==> config.mk <==
export PLATFORM = sky130hd
export DESIGN_NAME = alu_seq
export DESIGN_NICKNAME = d
export VERILOG_FILES = /design/src/rtl/alu_pkg.sv /design/src/rtl/alu_mul_seq.sv /design/src/rtl/alu_seq.sv
export SDC_FILE = /design/constraint.sdc
export NUM_CORES = 1
export LEC_CHECK = 0
export CAP_MARGIN = 20
export CORE_UTILIZATION = 30
export CTS_BUF_LIST = sky130_fd_sc_hd__clkbuf_4 sky130_fd_sc_hd__clkbuf_8 sky130_fd_sc_hd__clkbuf_16
export DETAILED_ROUTE_END_ITERATION = 12
export GPL_TIMING_DRIVEN = 0
export SLEW_MARGIN = 20
export SYNTH_ARGS = -nofsm -noshare
export SYNTH_HDL_FRONTEND = slang
export SYNTH_SLANG_ARGS = --single-unit
==> constraint.sdc <==
create_clock -name i_clk -period 5.1 [get_ports i_clk]
set_input_delay 0.765 -clock i_clk [delete_from_list [all_inputs] [get_ports i_clk]]
set_output_delay 0.765 -clock i_clk [all_outputs]
set_load 0.005 [all_outputs]
==> src/rtl/alu_pkg.sv <==
// Shared opcodes, flag bit positions, FSM encoding and flag packing for alu_seq.
package alu_pkg;

  localparam logic [2:0] OP_SUB   = 3'b000;
  localparam logic [2:0] OP_NAND  = 3'b001;
  localparam logic [2:0] OP_LONES = 3'b010;
  localparam logic [2:0] OP_OHDEC = 3'b011;
  localparam logic [2:0] OP_MUL   = 3'b100;
  localparam logic [2:0] OP_ACC   = 3'b101;
  localparam logic [2:0] OP_CLR   = 3'b110;
  localparam logic [2:0] OP_RSVD  = 3'b111;

  localparam int FLAG_ERR = 0;
  localparam int FLAG_NEG = 1;
  localparam int FLAG_POS = 2;
  localparam int FLAG_OVF = 3;

  typedef enum logic {
    S_IDLE = 1'b0,
    S_BUSY = 1'b1
  } state_t;

  // ERR masks every other flag; NEG/POS follow the sign of a non-zero result.
  function automatic logic [3:0] make_flags(input logic neg, input logic nonzero,
                                            input logic ovf, input logic err);
    logic [3:0] f;
    f = 4'b0000;
    if (err) begin
      f[FLAG_ERR] = 1'b1;
    end else begin
      f[FLAG_NEG] = neg;
      f[FLAG_POS] = ~neg & nonzero;
      f[FLAG_OVF] = ovf;
    end
    return f;
  endfunction

endpackage

==> src/rtl/alu_mul_seq.sv <==
// Sequential signed shift-add multiplier: one partial product per cycle on magnitudes,
// sign applied to the final sum. done is a combinational pulse on the last iteration.
module alu_mul_seq import alu_pkg::*; #(
  parameter int WIDTH = 8
) (
  input  logic                 clk,
  input  logic                 rst_n,
  input  logic                 start,
  input  logic [WIDTH-1:0]     a,
  input  logic [WIDTH-1:0]     b,
  output logic                 busy,
  output logic                 done,
  output logic [2*WIDTH-1:0]   product
);

  localparam int CW = $clog2(WIDTH);
  localparam logic [CW-1:0]      CNT_ONE = {{(CW-1){1'b0}}, 1'b1};
  localparam logic [WIDTH-1:0]   ONE_W   = {{(WIDTH-1){1'b0}}, 1'b1};
  localparam logic [2*WIDTH-1:0] ONE_2W  = {{(2*WIDTH-1){1'b0}}, 1'b1};

  logic [CW-1:0]      cnt_r;
  logic               busy_r;
  logic               neg_r;
  logic [2*WIDTH-1:0] sum_r;
  logic [2*WIDTH-1:0] mcand_r;
  logic [WIDTH-1:0]   mplier_r;
  logic [WIDTH-1:0]   mag_a_s;
  logic [WIDTH-1:0]   mag_b_s;
  logic [2*WIDTH-1:0] step_s;

  // Magnitudes (the most negative value maps to its unsigned magnitude) and one iteration.
  always_comb begin
    mag_a_s = a[WIDTH-1] ? (~a + ONE_W) : a;
    mag_b_s = b[WIDTH-1] ? (~b + ONE_W) : b;
    step_s  = sum_r + (mplier_r[0] ? mcand_r : {(2*WIDTH){1'b0}});
    product = neg_r ? (~step_s + ONE_2W) : step_s;
    done    = busy_r && (cnt_r == {CW{1'b0}});
    busy    = busy_r;
  end

  // Operand load on start, then WIDTH shift-add iterations counted down to zero.
  always_ff @(posedge clk or negedge rst_n) begin
    if (!rst_n) begin
      busy_r   <= 1'b0;
      cnt_r    <= {CW{1'b0}};
      neg_r    <= 1'b0;
      sum_r    <= {(2*WIDTH){1'b0}};
      mcand_r  <= {(2*WIDTH){1'b0}};
      mplier_r <= {WIDTH{1'b0}};
    end else if (start && !busy_r) begin
      busy_r   <= 1'b1;
      cnt_r    <= CW'(WIDTH - 1);
      neg_r    <= a[WIDTH-1] ^ b[WIDTH-1];
      sum_r    <= {(2*WIDTH){1'b0}};
      mcand_r  <= {{WIDTH{1'b0}}, mag_a_s};
      mplier_r <= mag_b_s;
    end else if (busy_r) begin
      sum_r    <= step_s;
      mcand_r  <= {mcand_r[2*WIDTH-2:0], 1'b0};
      mplier_r <= {1'b0, mplier_r[WIDTH-1:1]};
      if (cnt_r == {CW{1'b0}}) begin
        busy_r <= 1'b0;
      end else begin
        cnt_r <= cnt_r - CNT_ONE;
      end
    end else begin
      busy_r <= 1'b0;
    end
  end

endmodule

==> src/rtl/alu_seq.sv <==
// Handshaked datapath ALU: single-cycle SUB/NAND/LONES/OHDEC/ACC/CLR and a
// WIDTH-cycle signed multiply, all results and flags registered.
module alu_seq import alu_pkg::*; #(
  parameter int WIDTH = 8
) (
  input  logic             i_clk,
  input  logic             i_rstn,
  input  logic             i_valid,
  output logic             o_ready,
  input  logic [WIDTH-1:0] i_arg0,
  input  logic [WIDTH-1:0] i_arg1,
  input  logic [2:0]       i_oper,
  output logic             o_valid,
  output logic [WIDTH-1:0] o_result,
  output logic [3:0]       o_flag
);

  localparam int CNTW = $clog2(2*WIDTH + 1);
  localparam int IDXW = $clog2(2*WIDTH);
  localparam logic [CNTW-1:0]  CNT_ONE = {{(CNTW-1){1'b0}}, 1'b1};
  localparam logic [WIDTH-1:0] ACC_MAX = {1'b0, {(WIDTH-1){1'b1}}};
  localparam logic [WIDTH-1:0] ACC_MIN = {1'b1, {(WIDTH-1){1'b0}}};

  state_t             state_r, state_nx_s;
  logic               ready_s, accept_op_s, mul_start_s;
  logic               mul_busy_s, mul_done_s;
  logic [2*WIDTH-1:0] mul_prod_s;
  logic [WIDTH-1:0]   mul_res_s;
  logic [3:0]         mul_flag_s;
  logic [WIDTH-1:0]   acc_r, acc_nx_s;
  logic [WIDTH-1:0]   op_res_s, diff_s;
  logic [3:0]         op_flag_s;
  logic               op_err_s, op_ovf_s, run_s;
  logic [2*WIDTH-1:0] cat_s;
  logic [CNTW-1:0]    lones_s, ones_s;
  logic [IDXW-1:0]    idx_s;
  logic [WIDTH:0]     acc_sum_s;

  alu_mul_seq #(.WIDTH(WIDTH)) u_mul (
    .clk     (i_clk),
    .rst_n   (i_rstn),
    .start   (mul_start_s),
    .a       (i_arg0),
    .b       (i_arg1),
    .busy    (mul_busy_s),
    .done    (mul_done_s),
    .product (mul_prod_s)
  );

  // FSM state register.
  always_ff @(posedge i_clk or negedge i_rstn) begin
    if (!i_rstn) begin
      state_r <= S_IDLE;
    end else begin
      state_r <= state_nx_s;
    end
  end

  // Next state; BUSY also falls back to IDLE should the multiplier ever be idle.
  always_comb begin
    state_nx_s = state_r;
    case (state_r)
      S_IDLE: begin
        if (mul_start_s) state_nx_s = S_BUSY;
        else             state_nx_s = S_IDLE;
      end
      S_BUSY: begin
        if (mul_done_s || !mul_busy_s) state_nx_s = S_IDLE;
        else                           state_nx_s = S_BUSY;
      end
      default: state_nx_s = S_IDLE;
    endcase
  end

  // FSM outputs: handshake and request steering.
  always_comb begin
    ready_s     = (state_r == S_IDLE);
    accept_op_s = i_valid && ready_s && (i_oper != OP_MUL);
    mul_start_s = i_valid && ready_s && (i_oper == OP_MUL);
    o_ready     = ready_s;
  end

  // Leading-ones count and one-hot index over {B,A}.
  always_comb begin
    cat_s   = {i_arg1, i_arg0};
    lones_s = {CNTW{1'b0}};
    ones_s  = {CNTW{1'b0}};
    idx_s   = {IDXW{1'b0}};
    run_s   = 1'b1;
    for (int i = 2*WIDTH-1; i >= 0; i--) begin
      if (run_s && cat_s[i]) lones_s = lones_s + CNT_ONE;
      else                   run_s   = 1'b0;
      if (cat_s[i]) begin
        ones_s = ones_s + CNT_ONE;
        idx_s  = IDXW'(i);
      end else begin
        ones_s = ones_s;
      end
    end
  end

  // Single-cycle operations and accumulator update.
  always_comb begin
    op_res_s  = {WIDTH{1'b0}};
    op_err_s  = 1'b0;
    op_ovf_s  = 1'b0;
    acc_nx_s  = acc_r;
    diff_s    = i_arg1 - i_arg0;
    acc_sum_s = {acc_r[WIDTH-1], acc_r} + {i_arg0[WIDTH-1], i_arg0};
    case (i_oper)
      OP_SUB: begin
        op_res_s = diff_s;
        op_ovf_s = (i_arg0[WIDTH-1] != i_arg1[WIDTH-1]) && (diff_s[WIDTH-1] != i_arg1[WIDTH-1]);
      end
      OP_NAND:  op_res_s = ~(i_arg0 & i_arg1);
      OP_LONES: op_res_s = WIDTH'(lones_s);
      OP_OHDEC: begin
        if (ones_s == CNT_ONE) op_res_s = WIDTH'(idx_s);
        else                   op_err_s = 1'b1;
      end
      OP_MUL:   op_res_s = {WIDTH{1'b0}};
      OP_ACC: begin
        if (acc_sum_s[WIDTH] != acc_sum_s[WIDTH-1]) begin
          acc_nx_s = acc_sum_s[WIDTH] ? ACC_MIN : ACC_MAX;
          op_ovf_s = 1'b1;
        end else begin
          acc_nx_s = acc_sum_s[WIDTH-1:0];
        end
        op_res_s = acc_nx_s;
      end
      OP_CLR:   acc_nx_s = {WIDTH{1'b0}};
      OP_RSVD:  op_err_s = 1'b1;
      default:  op_err_s = 1'b1;
    endcase
    op_flag_s = make_flags(op_res_s[WIDTH-1], |op_res_s, op_ovf_s, op_err_s);
  end

  // Product truncation; overflow when the upper WIDTH+1 bits are not a sign extension.
  always_comb begin
    mul_res_s  = mul_prod_s[WIDTH-1:0];
    mul_flag_s = make_flags(mul_res_s[WIDTH-1], |mul_res_s,
                            !((&mul_prod_s[2*WIDTH-1:WIDTH-1]) || ~(|mul_prod_s[2*WIDTH-1:WIDTH-1])),
                            1'b0);
  end

  // Registered result, flags, valid pulse and accumulator.
  always_ff @(posedge i_clk or negedge i_rstn) begin
    if (!i_rstn) begin
      o_valid  <= 1'b0;
      o_result <= {WIDTH{1'b0}};
      o_flag   <= 4'b0000;
      acc_r    <= {WIDTH{1'b0}};
    end else if (mul_done_s) begin
      o_valid  <= 1'b1;
      o_result <= mul_res_s;
      o_flag   <= mul_flag_s;
    end else if (accept_op_s) begin
      o_valid  <= 1'b1;
      o_result <= op_res_s;
      o_flag   <= op_flag_s;
      acc_r    <= acc_nx_s;
    end else begin
      o_valid  <= 1'b0;
    end
  end

endmodule

# [Word level (Yosys, flattened, before mapping)]
# Cells that the tools add are included.
[totals] ff_bits=67 inputBits=22 output_inout_bits=14 elab_cells=207
[op_classes] n_addsub=36 n_eq_ne=13 mux=98 bitwise_logic=13 reduce_logical=36
[ops] op="5-bit 2-to-1 mux" n=30
[ops] op="5-bit by 1-bit adder with 5-bit output, second input constant" n=29
[ops] op="16-bit 2-to-1 mux" n=6
[ops] op="4-bit 2-to-1 mux" n=19
[ops] op="8-bit 2-to-1 mux" n=8
[ops] op="8-bit case mux with 5 select lines" n=1
[ops] op="1-bit 2-to-1 mux" n=26
[ops] op="8-bit inverter" n=3
[ops] op="1-bit logical AND" n=21
[ops] op="16-bit by 1-bit adder with 16-bit output, second input constant" n=1
[ops] op="16-bit adder" n=1
[ops] op="8-bit by 1-bit adder with 8-bit output, second input constant" n=2
[ops] op="16-bit inverter" n=1
[ops] op="8-bit case mux with 2 select lines" n=1
[ops] op="8-bit OR reduction" n=2
[ops] op="3-bit == test, second input constant" n=4
[ops] op="3-bit 2-to-1 mux" n=4
[ops] op="8-bit by 8-bit adder with 9-bit output" n=1
[ops] op="9-bit AND reduction" n=1
[ops] op="9-bit OR reduction" n=1
[ops] op="8-bit AND" n=1
[ops] op="8-bit subtractor" n=1
[ops] op="3-bit by 2-bit == test with 1-bit output, second input constant" n=2
[ops] op="3-bit logical NOT" n=2
[ops] op="other kinds (15)" n=28

# [Longest topological paths before layout]
# Gate-level depths: netlist (run 1).
[depth] depth_word=39 ltp_mapped=47 mapped_depth_nobuf=46

# [Hierarchy]
# A second synthesis (run 1) with hierarchy kept.
[unflattened] hier_cells=1241 area_unflattened_um2=9582.9
[by_module_without_submodules] mod="alu_seq" instances=1 cells_each=862 area_per_inst_um2=6308.6 seq_area_each_um2=550.5
[by_module_without_submodules] mod="alu_mul_seq" instances=1 cells_each=379 area_per_inst_um2=3274.4 seq_area_each_um2=1126.1

# [Least setup slack after synthesis (run 1)]
# Ideal clock, no wire load.
[synth_timing] path_kind="input port to flip-flop" startpoint="input i_arg1[7]" endpoint="register o_flag[0]" setup_time_ps=121 arrival_ps=9606 required_ps=4979 slack_ps=-4627 cell_stages=47 path_cell_list="clkbuf_1 inv_1 ha_1 xor2_1 ha_1 mux2_2 ha_1 nand2_1 nand3_1 ha_1 inv_1 a32o_1 inv_1 ha_1 nand2_1 o21ai_0 ha_1 a21oi_1 [11 not listed] nand2_1 o21ai_0 a21o_1 ha_1 mux2_2 ha_1 nand2_1 o21ai_0 ha_1 mux2_2 ha_1 nor3_1 nor4_2 nor4bb_1 nand4_1 o21ai_2 a31oi_1 a22o_1"
[synth_between] elab_chain_cells=37
[synth_rtl] item="from (decl)" line="alu_seq.sv:11" source="input logic [WIDTH-1:0] i_arg1,"
[synth_rtl] item="1-bit 2-to-1 mux *" line="alu_seq.sv:93" source="if (cat_s[i]) begin"
[synth_rtl] item="5-bit by 1-bit adder with 5-bit output" line="alu_seq.sv:94" source="ones_s = ones_s + CNT_ONE;"
[synth_rtl] item="5-bit 2-to-1 mux *" line="alu_seq.sv:93"
[synth_rtl] item="5-bit by 1-bit adder with 5-bit output" line="alu_seq.sv:94"
[synth_rtl] item="5-bit 2-to-1 mux *" line="alu_seq.sv:93"
[synth_rtl] item="5-bit by 1-bit adder with 5-bit output" line="alu_seq.sv:94"
[synth_rtl] item="5-bit 2-to-1 mux *" line="alu_seq.sv:93"
[synth_rtl] item="5-bit by 1-bit adder with 5-bit output" line="alu_seq.sv:94"
[synth_rtl] item="[21 not listed]"
[synth_rtl] item="5-bit by 1-bit adder with 5-bit output" line="alu_seq.sv:94"
[synth_rtl] item="5-bit 2-to-1 mux *" line="alu_seq.sv:93"
[synth_rtl] item="5-bit by 1-bit == test with 1-bit output *" line="alu_seq.sv:118" source="if (ones_s == CNT_ONE) op_res_s = WIDTH'(idx_s);"
[synth_rtl] item="1-bit 2-to-1 mux *" line="alu_seq.sv:118"
[synth_rtl] item="1-bit case mux with 2 select lines *" line="alu_seq.sv:110" source="case (i_oper)"
[synth_rtl] item="1-bit 2-to-1 mux *" line="alu_pkg.sv:28" source="if (err) begin"
[synth_rtl] item="4-bit 2-to-1 mux *" line="alu_seq.sv:157" source="end else if (accept_op_s) begin"
[synth_rtl] item="4-bit 2-to-1 mux *" line="alu_seq.sv:153" source="end else if (mul_done_s) begin"
[synth_rtl] item="to (signal assigned)" line="alu_seq.sv:156" source="o_flag <= mul_flag_s;"
[synth_rtl] item="to (signal assigned)" line="alu_seq.sv:160" source="o_flag <= op_flag_s;"
[synth_rtl] item="to (decl)" line="alu_seq.sv:15" source="output logic [3:0] o_flag"
# Mark *: on every way between the ends. The rest lies on a longest branch, timed or not. The select of a mux whose other input is x is not followed.
# A chain may end at the register's enable or synchronous reset.

# [Worst setup path after layout (run 1)]
# Same ends and word-level chain as after synthesis.

==> metrics.md, run 1 <==
| Metric | Value |
|---|---|
| Slowest CP cell | ha_1 |
| GR Util All Layers | 18.0% |
| Min Tclk post-route | 9.12 ns |
| Synth warn | 0 |
| Vias per cell | 5.39 |
| Hold crit path type | in -> async |
| Worst vdd rail ir drop | 0.188 mV |
| Measured slew at the worst slew-check pin | 0.746 ns |
| Internal power | 2790 uW |
| Register bit total from synthesis | 67 |
| CP required | 5.33 ns |
| Area share of the largest cell type after synthesis | 19.1% |
| Final cycle utilization of the critical path | 179% |
| Initial DRC Count | 675 |
| DRC errors left | 0 |
| Clk Tree Root Cell | clkbuf_16 |
| Critical path class | in -> reg |
| Synthesized area | 8780 sq um |
| Ys flop type | dfrtp_1 |
| CTS clk-pin slew, worst paths | 0.06 ns |
| Final TNS setup | -26.64 ns |
| Syn_nets | 1,233 |
| Via count | 8,942 |
| Commonest non-fill, non-tap cell in the layout | nand2_1 |
| Die area | 30,000 sq um |
| Final WL | 27,800 um |
| CTS tree | done |
| Minimum setup slack after placement | -6.06 ns |
| IO buf count | 34 |
| Avg Synthesized Cell Area | 7.74 sq um |
| Die Ht | 173 um |
| Commonest non-fill, non-tap cells in the layout | 148 x nand2_1, 92 x buf_4, 85 x xnor2_1 |
| Status | complete, but fails checks |
| First-pass DRT Iterations | 5 |
| Row cnt | 62 |
| Avg WL per Cell | 16.8 um |
| TritonCTS buffer count | 9 |
| Fillers | 2,911 |
| Final Max Slew Viols | 0 |
| RSZ-0062 raised after global routing | yes |
| CP peak stage delay | 0.33 ns |
| CP dominant cell by count | ha_4 |
| Power share of the combinational group | 71.3% |
| Detail Route Antenna Nets | 0 |
| Final worst slack | -4.02 ns |
| Clock buffer depth | 2 |
| Setup violators final | 7 |
| I/O pin count | 36 |
| Global route overflow | 0 |
| Final Hold Violating Endpoints | 0 |
| Placer Congestion | 0.889 |
| Clock skew | 0.00650 ns |
| Crit Path Max Fanout | 7 |
| LEAKAGE | 0.00469 uW |
| HPWL after DPL | 20,500 um |
| Core box area | 28,800 sq um |
| Clock sink count | 67 |
| Async SR Flop Fraction | 100% |
| Synth Instances | 1,135 |
| Dominant cells by area after synthesis | dfrtp_1 19%, ha_1 10%, xnor2_1 9.1%, nand2_1 6.7%, o21ai_0 4.8% |
| First-pass GRT wire length | 44,100 um |
| Fmax achieved | 0.110 GHz |
| Initial antenna violation count | 0 |
| Sw Share | 45.6% |
| Vias in the first global route | 8,423 |
| Post-synth EDFFs | 0 |
| Clock power share | 11.7% |
| Starting Density | 30.5% |
| Violated checks | setup timing |
| Psw | 2340 uW |
| Diode count | 0 |
| Yosys top cell by area | dfrtp_1 |
| Register area share after synthesis | 19.1% |
| CP arrival | 9.34 ns |
| Max_cap viols | 0 |
| Slew HR | 50.0% |
| Pin count of the biggest net entering global routing | 39 |
| Share of cells above drive strength 1 | 18.9% |
| Pwr per Cell Area | 457 nW/um^2 |
| Layout area overhead | 27.9% |
| CP Launch Type | input pin |
| NumNets Final | 1,369 |
| Library cells used by synthesis | 89 |
| Worst-Skew Late Latency | 0.34 ns |
| Sequential power share | 17.1% |
| Die width | 173 um |
| H-tree depth | 3 |
| Critical path endpoint category | flip-flop |
Yosys cell counts (all sizes together), types with 5 or more instances:
cell and number:
a211oi 14, a21boi 6, a21o 16, a21oi 78, a22o 13, a31oi 13, and2 19, and3 10
buf 13, clkbuf 44, dfrtp 67, ha 73, inv 47, mux2 9, mux2i 15, nand2 156
nand2b 12, nand3 38, nand4 14, nor2 71, nor2b 13, nor3 25, nor3b 9, nor4 9
nor4b 5, o211ai 7, o21ai 91, o21bai 7, o22ai 7, o31ai 11, or3 11, xnor2 99
xor2 37
state kept, by name (all words and copies together) (netlist names):
signal          flops
u_mul.mcand_r      16
acc_r               8
u_mul.neg_r         1
u_mul.sum_r        16
u_mul.cnt_r         3
state_r             1
u_mul.mplier_r      8
o_valid             1
o_result            8
u_mul.busy          1
o_flag              4
logic make-up after synthesis:
logic type | synth area share, %
AOI/OAI and AO/OA | 21.8
xor gates and xnor gates | 16.6
adders and majority gates | 11.2
buffers and inverters | 4.73
DFF | 19.1
muxes | 3.01
and+or+nand+nor | 23.6
through the flow:
step | cell area (sq um) | power (uW) | utilization [%] | std cells | hold WS, ns
6_report | 11200 | 5130 | 39.0 | 1660 | 0.366
5_1_grt | 11200 | 5480 | 39.0 | 1660 | 0.405
4_1_cts | 10900 | 4880 | 37.8 | 1640 | 0.375
3_5_place_dp | 9800 | 3810 | 34.0 | 1554 | 0.460
3_3_place_gp | 9780 | 3740 | 34.0 | 1553 | 0.458
2_1_floorplan | 8960 | 3090 | - | 1135 | 0.440
power by group through the flow:
stage | sequential, uW | combinational (uW) | clock, uW
6_report | 875 | 3660 | 600
5_1_grt | 894 | 3960 | 627
4_1_cts | 871 | 3400 | 607
3_5_place_dp | 876 | 2930 | 0
3_3_place_gp | 874 | 2860 | 0
2_1_floorplan | 829 | 2260 | 0
critical path: cells and delay by family:
family / cells / cell delay, ns
buffers and inverters: 6 / 0.46
AO/OA/AOI/OAI: 13 / 1.97
adder cells (fa/ha/maj): 14 / 3.64
XOR/XNOR: 1 / 0.14
AND/OR/NAND/NOR: 10 / 1.15
multiplexers: 4 / 1.18
path summary, 6_finish.rpt:
path,start,endpoint,slack (ns),cells after the start
worst min register to register,u_mul.cnt_r[0],u_mul.cnt_r[0],0.47,1
worst max register to register,u_mul.mplier_r[0],o_flag[3],0.61,17
max in group asynchronous,i_rstn,u_mul.sum_r[0],4.16,2
min in group i_clk,u_mul.cnt_r[0],u_mul.cnt_r[0],0.47,1
worst min-delay path,i_rstn,u_mul.sum_r[9],0.37,1
worst max-delay path,i_arg1[7],o_flag[0],-4.02,48
cell type report:
type	count	area (sq um)	area share, %
Buffer	57	293	2.61
Clock buffer	11	246	2.19
Clock inverter	5	37.5	0.334
Inverter	51	201	1.79
Multi-Input combinational cell	960	7240	64.4
Sequential cell	67	1680	14.9
Tap cell	384	480	4.28
Timing Repair Buffer	125	1060	9.42
metal layers:
layer	track usage [%]	vias up	part of all wire, %
met1	24.3	4326	46
met3	1.82	48	4.2
li1	-	4332	-
met5	0	-	0
met2	30.3	236	48
met4	5.27	0	2.0
timing repair:
item | in CTS | in global routing
buffers inserted | 70 | 21
setup endpoints to repair | 7 | 9
hold buffers | 0 | 0
pin swaps | 41 | 63
resized for setup | 79 | 44
Note: power is estimated with default switching activity, not from simulation.
==> run 2, diff against run 1 <==
--- a/config.mk
+++ b/config.mk
@@ -6,7 +6,7 @@
 export NUM_CORES = 1
 export LEC_CHECK = 0
 export CAP_MARGIN = 20
-export CORE_UTILIZATION = 30
+export CORE_UTILIZATION = 25
 export CTS_BUF_LIST = sky130_fd_sc_hd__clkbuf_4 sky130_fd_sc_hd__clkbuf_8 sky130_fd_sc_hd__clkbuf_16
 export DETAILED_ROUTE_END_ITERATION = 12
 export GPL_TIMING_DRIVEN = 0
==> metrics.md, run 2 (synthesis gave the netlist of run 1 again) <==
| Metric | Value |
|---|---|
| Clock skew | 0.00667 ns (+0.000175 ns) |
| RSZ-0062 raised after global routing | yes |
| Cell Count Post-Placement | 1,625 (+4.6%) |
| Sequential power share | 17.7% (+0.6 points) |
| CP Launch Type | input pin |
| Initial DRC Count | 638 (-5.5%) |
| Worst reg2reg path endpoint | o_flag[3] |
| Design area | 10,800 sq um (-3.8%) |
| Reg-to-reg critical path startpoint | u_mul.mplier_r[0] |
| Detail Route Antenna Nets | 0 (unchanged) |
| Final Max Slew Viols | 0 (unchanged) |
| Layout area overhead | 23.0% |
| CP required | 5.29 ns (-0.04 ns) |
| Final worst slack | -3.82 ns (+0.190 ns) |
| Avg WL per Cell | 15.9 um (-5.2%) |
| Die area | 35,900 sq um (+20%) |
| TritonCTS buffer count | 9 (unchanged) |
| Initial antenna violation count | 0 (unchanged) |
| Critical path endpoint category | flip-flop |
| DRC errors left | 0 (unchanged) |
| Fmax achieved | 0.112 GHz (+2.1%) |
| Clock sink count | 67 (unchanged) |
| Worst-Skew Late Latency | 0.33 ns (about the same) |
| Vias in the first global route | 8,230 (-2.3%) |
| Slowest CP cell | a2111oi_2 |
| Worst vdd rail ir drop | 0.255 mV (+36%) |
| H-tree depth | 3 (unchanged) |
| Starting Density | 25.4% (-5.1 points) |
| Slew HR | 44.8% (-5.3 points) |
| Non-filler cells, final | 1,675 (+0.90%) |
| Violated checks | setup timing |
| Die width | 189 um (+9.4%) |
| Worst reg-to-reg path cell count | 17 (unchanged) |
| Crit path buf inv count | 6 (unchanged) |
| Power share of the combinational group | 70.2% (-1.1 points) |
| Internal power | 2600 uW (-7.0%) |
| Placer Congestion | 0.887 (-0.17%) |
| Hold crit path type | in -> async |
| Commonest non-fill, non-tap cells in the layout | 151 x nand2_1, 86 x xnor2_1, 79 x o21ai_0 |
| Global route overflow | 0 (unchanged) |
| Clock buffer depth | 2 (unchanged) |
| Share of cells above drive strength 1 | 14.3% (-4.6 points) |
| Row cnt | 68 (+9.7%) |
| Critical path depth | 47 (-2.1%) |
| Clock power share | 12.1% (+0.4 points) |
| Overall Power | 4860 uW (-5.3%) |
| Crit path max-delay family | adder cells |
| Clk Tree Root Cell | clkbuf_16 |
| CTS tree | done |
| GR Util All Layers | 14.6% (-3.4 points) |
| Diode count | 0 (unchanged) |
| Biggest regs | u_mul.mcand_r: 16 flops, u_mul.sum_r: 16 flops |
| Sw Share | 46.5% (+0.95 points) |
| Hold Worst Slack | 0.392 ns (+0.0254 ns) |
| NumNets Final | 1,313 (-4.1%) |
| Die Ht | 189 um (+9.4%) |
| Final cycle utilization of the critical path | 175% (-3.7 points) |
| Min Tclk post-route | 8.92 ns (-0.190 ns) |
| Crit Path Max Fanout | 10 (+3) |
| Final WL | 26,600 um (-4.3%) |
| Psw | 2260 uW (-3.3%) |
| Pwr per Cell Area | 450 nW/um^2 (-1.6%) |
| Max_cap viols | 0 (unchanged) |
| Status | complete, but fails checks |
| Pin count of the biggest net entering global routing | 35 (-10%) |
| First-pass GRT wire length | 42,900 um (-2.6%) |
| Placed Area | 9890 sq um (+0.91%) |
| IO buf count | 34 (unchanged) |
| Commonest non-fill, non-tap cell in the layout | nand2_1 |
| LEAKAGE | 0.00442 uW (-5.8%) |
| CP peak stage delay | 0.48 ns (+0.15 ns) |
| First-pass DRT Iterations | 6 (+1) |
| CP arrival | 9.12 ns (-0.22 ns) |
| Vias per cell | 5.17 (-4.0%) |
| HPWL after DPL | 20,700 um (+0.67%) |
| CP endpoint | o_flag[2] |
| Core Util, Final | 31.3% (-7.7 points) |
| I/O pin count | 36 (unchanged) |
| CP dominant cell by count | ha_4 |
| Setup violators final | 7 (unchanged) |
| Worst Setup SP | i_arg1[5] |
| Core box area | 34,500 sq um (+20%) |
| Via count | 8,662 (-3.1%) |
| CTS clk-pin slew, worst paths | 0.06 ns (about the same) |
| Critical path class | in -> reg |
| Final Hold Violating Endpoints | 0 (unchanged) |
| Measured slew at the worst slew-check pin | 0.823 ns (+0.0764 ns) |
| Register-to-register setup slack | 0.54 ns (-0.07 ns) |
run 2: power by group through the flow:
stage	clock network (uW)	logic [uW]	registers, uW
floorplan	0	2260	829
global placement	0	2870	864
detailed placement	0	2930	867
CTS	590	3200	859
global route	617	3750	884
finish	586	3410	860
run 2: metrics by stage:
stage          TNS, ns  setup WS, ns
6_report        -25.78         -3.82
5_1_grt         -27.82         -4.11
4_1_cts         -25.98         -3.89
3_5_place_dp    -39.87         -6.05
3_3_place_gp    -39.32         -5.97
2_1_floorplan   -26.22         -4.19
run 2: per-layer routing:
| metal | part of all wire [%] | vias to the layer above | GRT usage, % |
|---|---|---|---|
| li1 | - | 4217 | - |
| met5 | 0 | - | 0 |
| met4 | 1.9 | 0 | 4.03 |
| met1 | 46 | 4141 | 19.9 |
| met2 | 46 | 267 | 24.3 |
| met3 | 5.7 | 37 | 1.65 |
run 2: cell type report:
class                   count  area [sq um]
inverters                  51           204
plain buffers              57           292
clock inverters             7          52.6
multi-input cells         960          7160
clock buffers               9           225
flip-flops and latches     67          1680
fillers                  3683         23700
well taps                 455           569
repair buffers             69           621
run 2: what timing repair did:
item / in CTS / in global routing
pin swaps: 27 / 32
setup buffers: 18 / 16
hold buffers: 0 / 0
setup endpoints to repair: 7 / 9
resized for setup: 70 / 33
run 2: how the worst min path moves through the flow:
stage                     end  slack, ns
2_1_floorplan  u_mul.cnt_r[0]       0.44
3_3_place_gp   u_mul.cnt_r[0]       0.46
6_report            o_flag[2]       0.39
4_1_cts             o_flag[1]       0.41
5_1_grt             o_flag[1]       0.42
3_5_place_dp   u_mul.cnt_r[0]       0.47
